==> src/rtl/seq_frame_sync_ctrl.sv <==
`timescale 1ns/1ps
// ============================================================================
// seq_frame_sync_ctrl
// ----------------------------------------------------------------------------
// Frame-synchronisation controller sitting between an error-tolerant
// shift-register pattern detector and a downstream deframer.
//
// It programs the detector (pattern + allowed bit errors), flushes the
// detector after every reconfiguration, hunts for the sync word, confirms it
// at exact FRAME_LEN spacing, then flywheels through isolated misses while
// locked and drops lock after LOSS_N consecutive on-time misses.
//
// Ports:
//   i_clk          rising-edge clock
//   i_reset        synchronous, active-high reset
//   i_cfg_valid    configuration request
//   o_cfg_ready    configuration accept (low while flushing)
//   i_cfg_pattern  new sync pattern
//   i_cfg_tol      new allowed bit errors
//   i_bit_valid    detector consumes a stream bit this cycle
//   i_match        detector match on this valid bit
//   o_cfg_pattern  registered pattern driven to the detector
//   o_cfg_tol      registered tolerance driven to the detector
//   o_det_clear    one-cycle detector shift-register clear
//   o_state        0=HUNT 1=VERIFY 2=LOCKED 3=FLUSH
//   o_locked       high while LOCKED
//   o_frame_start  frame-start strobe, high up to and including the valid
//                  bit that carries o_bit_pos=0
//   o_bit_pos      position within the frame (0 = first bit after sync)
//   o_lock_lost    one-cycle pulse when lock is dropped
// ============================================================================
module seq_frame_sync_ctrl #(
    parameter  int PAT_LEN   = 12,
    parameter  int FRAME_LEN = 24,
    parameter  int CONFIRM_N = 2,
    parameter  int LOSS_N    = 3,
    parameter  int TOL_W     = 2,
    localparam int POS_W     = (FRAME_LEN > 1) ? $clog2(FRAME_LEN) : 1
) (
    input  logic               i_clk,
    input  logic               i_reset,
    input  logic               i_cfg_valid,
    output logic               o_cfg_ready,
    input  logic [PAT_LEN-1:0] i_cfg_pattern,
    input  logic [TOL_W-1:0]   i_cfg_tol,
    input  logic               i_bit_valid,
    input  logic               i_match,
    output logic [PAT_LEN-1:0] o_cfg_pattern,
    output logic [TOL_W-1:0]   o_cfg_tol,
    output logic               o_det_clear,
    output logic [1:0]         o_state,
    output logic               o_locked,
    output logic               o_frame_start,
    output logic [POS_W-1:0]   o_bit_pos,
    output logic               o_lock_lost
);

    localparam int FILL_W = $clog2(PAT_LEN + 1);
    localparam int CONF_W = $clog2(CONFIRM_N + 1);
    localparam int MISS_W = $clog2(LOSS_N + 1);

    localparam logic [FILL_W-1:0] FILL_LAST = FILL_W'(PAT_LEN - 1);
    localparam logic [POS_W-1:0]  POS_LAST  = POS_W'(FRAME_LEN - 1);
    localparam logic [CONF_W-1:0] CONF_LAST = CONF_W'(CONFIRM_N - 1);
    localparam logic [MISS_W-1:0] MISS_LAST = MISS_W'(LOSS_N - 1);

    typedef enum logic [1:0] {
        ST_HUNT   = 2'd0,
        ST_VERIFY = 2'd1,
        ST_LOCKED = 2'd2,
        ST_FLUSH  = 2'd3
    } state_t;

    state_t              r_state;
    logic [FILL_W-1:0]   r_fill;
    logic [POS_W-1:0]    r_bit_pos;
    logic [CONF_W-1:0]   r_confirm;
    logic [MISS_W-1:0]   r_miss;
    logic [PAT_LEN-1:0]  r_pattern;
    logic [TOL_W-1:0]    r_tol;
    logic                r_det_clear;
    logic                r_frame_start;
    logic                r_lock_lost;

    // Config is refused only while flushing, so a reprogram cannot restart
    // the flush it is waiting on.
    logic w_cfg_fire;
    logic w_on_time;

    assign w_cfg_fire = i_cfg_valid && (r_state != ST_FLUSH);
    // Only the last position of the frame carries a sync verdict.
    assign w_on_time  = (r_bit_pos == POS_LAST);

    // NOTE: sequential state uses non-blocking assignments only, so every
    // right-hand side sees the pre-edge value regardless of statement order.
    always_ff @(posedge i_clk) begin
        if (i_reset) begin
            r_state       <= ST_FLUSH;
            r_fill        <= '0;
            r_bit_pos     <= '0;
            r_confirm     <= '0;
            r_miss        <= '0;
            r_pattern     <= '1;
            r_tol         <= '0;
            r_det_clear   <= 1'b1;
            r_frame_start <= 1'b0;
            r_lock_lost   <= 1'b0;
        end else begin
            r_det_clear <= 1'b0;
            r_lock_lost <= 1'b0;

            if (w_cfg_fire) begin
                // Reconfiguration beats any simultaneous on-time slot.
                r_pattern     <= i_cfg_pattern;
                r_tol         <= i_cfg_tol;
                r_det_clear   <= 1'b1;
                r_lock_lost   <= (r_state == ST_LOCKED);
                r_state       <= ST_FLUSH;
                r_fill        <= '0;
                r_bit_pos     <= '0;
                r_confirm     <= '0;
                r_miss        <= '0;
                r_frame_start <= 1'b0;
            end else if (i_bit_valid) begin
                // The strobe is consumed by this valid bit; a new sync
                // verdict below may re-arm it for the next one.
                r_frame_start <= 1'b0;

                case (r_state)
                    ST_FLUSH: begin
                        // Matches are meaningless until the detector holds
                        // PAT_LEN genuine stream bits.
                        if (r_fill == FILL_LAST) begin
                            r_fill  <= '0;
                            r_state <= ST_HUNT;
                        end else begin
                            r_fill <= r_fill + FILL_W'(1);
                        end
                    end

                    ST_HUNT: begin
                        if (i_match) begin
                            r_state       <= ST_VERIFY;
                            r_bit_pos     <= '0;
                            r_confirm     <= CONF_W'(1);
                            r_frame_start <= 1'b1;
                        end
                    end

                    ST_VERIFY: begin
                        if (w_on_time) begin
                            r_bit_pos <= '0;
                            if (i_match) begin
                                r_frame_start <= 1'b1;
                                if (r_confirm == CONF_LAST) begin
                                    r_state   <= ST_LOCKED;
                                    r_confirm <= '0;
                                    r_miss    <= '0;
                                end else begin
                                    r_confirm <= r_confirm + CONF_W'(1);
                                end
                            end else begin
                                r_state   <= ST_HUNT;
                                r_confirm <= '0;
                            end
                        end else begin
                            r_bit_pos <= r_bit_pos + POS_W'(1);
                        end
                    end

                    ST_LOCKED: begin
                        if (w_on_time) begin
                            r_bit_pos <= '0;
                            if (i_match) begin
                                r_miss        <= '0;
                                r_frame_start <= 1'b1;
                            end else if (r_miss == MISS_LAST) begin
                                r_state     <= ST_HUNT;
                                r_miss      <= '0;
                                r_lock_lost <= 1'b1;
                            end else begin
                                // Flywheel: keep framing through an
                                // isolated missed sync word.
                                r_miss        <= r_miss + MISS_W'(1);
                                r_frame_start <= 1'b1;
                            end
                        end else begin
                            r_bit_pos <= r_bit_pos + POS_W'(1);
                        end
                    end
                endcase
            end
        end
    end

    assign o_cfg_ready   = (r_state != ST_FLUSH);
    assign o_cfg_pattern = r_pattern;
    assign o_cfg_tol     = r_tol;
    assign o_det_clear   = r_det_clear;
    assign o_state       = r_state;
    assign o_locked      = (r_state == ST_LOCKED);
    assign o_frame_start = r_frame_start;
    assign o_bit_pos     = r_bit_pos;
    assign o_lock_lost   = r_lock_lost;

endmodule

==> config.mk <==
export PLATFORM = sky130hd
export DESIGN_NAME = seq_frame_sync_ctrl
export DESIGN_NICKNAME = d
export VERILOG_FILES = /design/src/rtl/seq_frame_sync_ctrl.sv
export SDC_FILE = /design/constraint.sdc
export NUM_CORES = 1
export LEC_CHECK = 0
export ABC_CLOCK_PERIOD_IN_PS = 2700
export CAP_MARGIN = 20
export CORE_AREA = 2 2 80 59
export CTS_BUF_LIST = sky130_fd_sc_hd__clkbuf_8
export CTS_CLUSTER_DIAMETER = 50
export CTS_CLUSTER_SIZE = 28
export DETAILED_ROUTE_END_ITERATION = 7
export DIE_AREA = 0 0 82 61
export SETUP_SLACK_MARGIN = 0.3
export SKIP_LAST_GASP = 1
export SYNTH_ARGS = -nofsm -noshare
export SYNTH_HDL_FRONTEND = slang
export SYNTH_SLANG_ARGS = --single-unit
==> constraint.sdc <==
create_clock -name i_clk -period 2.7 [get_ports i_clk]
set_clock_uncertainty 0.1 [all_clocks]
set_input_delay 0.27 -clock i_clk [delete_from_list [all_inputs] [get_ports i_clk]]
set_output_delay 0.27 -clock i_clk [all_outputs]
set_load 0.005 [all_outputs]
==> results.txt <==
The tightest min-delay check is of the flip-flop to flip-flop type. The CTS clock-pin slew for the worst setup and hold paths came out at roughly 0.06 ns. The initial standard-cell utilization of the core came out at 34.40%. The least setup slack across all paths after layout came out at 0.7052 ns. The setup path with the least slack is of type flip-flop to flip-flop. A synthesized cell averages 9.516 um2.

The run finished with clean final reports. The start point of the worst min-delay path is o_cfg_pattern[11]. The final number of setup-violating endpoints is 0. The max-slew violation total from the final report came out at 0. The number of nets still failing antenna checks after routing is 0. The hold violation total from the final report is 0. The number of cells produced by synthesis came out at between 150 and 200.

The total of warnings raised by yosys came out at 0. The overall die area is between 5000 and 6000 um2. The slew of the pin with the lowest slew margin is 0.4767 ns. For this run, the detailed router's first-pass iteration total came to 4. The share of cells above drive strength 1 is 7.071%. The first global-routing pass estimated between 5 and 6 mm of wire. In this run the static leakage power is 0.7742 nW.

For this run, asynchronously set or reset flops after synthesis account for 0%. The number of cell rows came out at 20. The via count normalized by instance count is 5.261. The worst supply voltage drop on vdd is 279.8 uV. The number of nets produced by synthesis is 178. Routability-driven placement finished with a final weighted congestion of 0.8185. The maximum clock frequency is 501.3 MHz.

Among all cell types in the netlist, the one instantiated most often is sky130_fd_sc_hd__dfxtp_1. The final layout contains between 200 and 250 nets. The synthesized flop and latch total is 32.

The via count of the first global-routing pass was 1,215. The critical path starts at o_state[0]. The worst-path maximum fanout came out at 5.

The sum of negative setup slack is 0 ns. The cell type with the highest aggregate area in the netlist is sky130_fd_sc_hd__dfxtp_1. Synthesis instantiated 47 different standard cells from the library. The aggregate routed wire length is 3.393 mm. The buffer count from post-CTS setup fixing is 0.

Gates resized during post-CTS repair numbered 0. The areal power density over the cells is about 500 nW/um2. The DRC marker count from the first detailed-route iteration is 43. The total grt overflow came out at 0. Counting every sink on the clock net gives 32. The part of the cycle the worst path needs came out at 73.88%. The area overhead of the layout relative to synthesis is 41.78%. For this run, the total global-route usage over all layers was measured as 14.32%. The TritonCTS buffer count is 5. In the synthesized netlist the dominant register cell turns out to be sky130_fd_sc_hd__dfxtp_1.

The number of synthesized flops with an enable pin came out at 0. TritonCTS built the clock tree. The worst setup path is captured at a flip-flop. In this run the horizontal extent of the chip is 82 um. STA classifies the critical path startpoint as a flip-flop. The per-cell routed wire length is 13.41 um. The smallest clock period supported by the final layout is computed as 1.995 ns.

The launch instance of the worst register-to-register path is o_state[0]. Yosys attributes the largest share of cell area to sky130_fd_sc_hd__dfxtp_1 (44%), sky130_fd_sc_hd__o22a_1 (7.3%), sky130_fd_sc_hd__ha_1 (6.1%), sky130_fd_sc_hd__a21oi_1 (3.8%), sky130_fd_sc_hd__nor2_1 (2.9%). The post-detailed-route DRC marker count came out at 0. After synthesis, the most frequently instantiated cells are sky130_fd_sc_hd__dfxtp_1 (32), sky130_fd_sc_hd__o22a_1 (12), sky130_fd_sc_hd__a21oi_1 (11), sky130_fd_sc_hd__nor2_1 (11), sky130_fd_sc_hd__nand2_1 (8). The vertical extent of the die is 61 um. The hold buffer count at CTS came out at 0.

The placeable core region is 4204 um2. The tool flagged a number of max-cap violations equal to 0. For this design the top-level I/O count stands at 45. Setup repair after global routing left no endpoint under its margin. For the worst setup path, the data arrival time is 2.04 ns. The number of buffer cells added on primary ports came out at 44. The worst-case headroom to the max-slew limit is 68.17%.

The clock network latency to the later pin of the worst-skew pair came out at 0.28 ns. The detailed router placed around 1,300 vias in this run. The share of the synthesized area in the top cell type came out at 44.29%. The largest net degree at the start of global routing came out at 28. The data required time of the critical path came out at 2.75 ns. The number of antenna diodes in the final layout is 0. The cell area that synthesis handed to floorplanning was approximately 1400 um2.

The maximum clock path buffer count came out at 2. The sequential cell area fraction in the yosys report came out at 44.29%. The worst slack at placement came out at roughly 0.64 ns. The H-tree level count came out at 2. CTS placed an instance of sky130_fd_sc_hd__clkbuf_8 at the clock tree root. The detailed placement HPWL came out at around 2.5 mm. The number of antenna violations at the first check in global routing came out at 0.
-- cell families (layout without fill, tap and decap cells) --
logic type | count (synthesis) | after routing | share of synthesized area, %
flip-flops | 32 | 32 | 44.29
adder cells (fa/ha/maj) | 7 | 7 | 6.055
AND/OR/NAND/NOR | 51 | 51 | 20.42
buffers and inverters | 12 | 58 | 3.719
multiplexers | 2 | 2 | 1.384
AO/OA/AOI/OAI | 48 | 48 | 24.14
-- final cells by class --
cell class              instances  area (um2)
clock buffers                   7       96.34
clock inverters                 1       30.03
fillers                       402        2153
inverters                       6       22.52
multi-input cells             108       752.0
flip-flops and latches         32       640.6
well taps                      55       68.82
repair buffers                 44       440.4
-- layer usage --
layer | vias to the layer above | GRT usage, % | wire length [um]
li1 | 652 | - | -
met1 | 625 | 17.95 | 1557
met2 | 47 | 22.53 | 1559
met3 | 7 | 4.911 | 226
met4 | 0 | 6.429 | 49
met5 | - | 0 | 0
-- where the power goes --
| part | switching (mW) | internal (mW) |
|---|---|---|
| sequential | 0.00240 | 0.475 |
| combinational | 0.0230 | 0.0311 |
| clock | 0.170 | 0.325 |
| total | 0.196 | 0.832 |
-- registers in the layout, summed over array words and instances, names as in the netlist --
| name | flops |
|---|---|
| r_miss | 2 |
| o_det_clear | 1 |
| r_confirm | 2 |
| o_cfg_tol | 2 |
| r_fill | 4 |
| o_state | 2 |
| o_cfg_pattern | 12 |
| o_lock_lost | 1 |
| o_frame_start | 1 |
| o_bit_pos | 5 |
-- critical path, cell delays in order, from the launching register on --
cell                       delay, ns
sky130_fd_sc_hd__dfxtp_1        0.43
sky130_fd_sc_hd__inv_1          0.11
sky130_fd_sc_hd__ha_1           0.27
sky130_fd_sc_hd__nor2b_1        0.18
sky130_fd_sc_hd__a311oi_1       0.45
sky130_fd_sc_hd__o211a_1        0.25
sky130_fd_sc_hd__o211ai_1       0.09
-- cells in the final DEF, fill, tap and decap left out, types with 2 or more instances in the layout --
| cell | n |
|---|---|
| sky130_fd_sc_hd__nor2b_1 | 4 |
| sky130_fd_sc_hd__o211ai_1 | 2 |
| sky130_fd_sc_hd__mux2i_1 | 2 |
| sky130_fd_sc_hd__a22o_1 | 2 |
| sky130_fd_sc_hd__nand2_1 | 8 |
| sky130_fd_sc_hd__o22a_1 | 12 |
| sky130_fd_sc_hd__or3b_1 | 2 |
| sky130_fd_sc_hd__nor3_1 | 2 |
| sky130_fd_sc_hd__inv_1 | 5 |
| sky130_fd_sc_hd__nand2b_1 | 4 |
| sky130_fd_sc_hd__or3_1 | 2 |
| sky130_fd_sc_hd__ha_1 | 7 |
| sky130_fd_sc_hd__a21oi_1 | 11 |
| sky130_fd_sc_hd__nor2_1 | 11 |
| sky130_fd_sc_hd__clkbuf_8 | 7 |
| sky130_fd_sc_hd__clkdlybuf4s50_1 | 44 |
| sky130_fd_sc_hd__or4_1 | 2 |
| sky130_fd_sc_hd__and4b_1 | 2 |
| sky130_fd_sc_hd__and2_1 | 2 |
| sky130_fd_sc_hd__nand3_1 | 4 |
| sky130_fd_sc_hd__o21ai_0 | 6 |
| sky130_fd_sc_hd__dfxtp_1 | 32 |
-- path summary, 6_finish.rpt --
kind         cells past startpoint  slack [ns]                end
min reg2reg                      1        0.38  o_cfg_pattern[11]
max                              6        0.71         o_state[0]
max reg2reg                      6        0.71         o_state[0]
min                              1        0.38  o_cfg_pattern[11]
-- stage by stage --
step,power [mW],cells,util (%),hold WS [ns],instance area [um2]
after floorplan,0.5083,152,-,0.2891,1446
after global placement,0.5412,245,45.77,0.3645,1924
after detailed placement,0.5422,245,45.77,0.3658,1924
after CTS,1.037,253,48.78,0.3875,2051
after global routing,1.067,253,48.78,0.4039,2051
final,1.027,253,48.78,0.3836,2051
No activity file was read; power rests on OpenSTA's default activity.
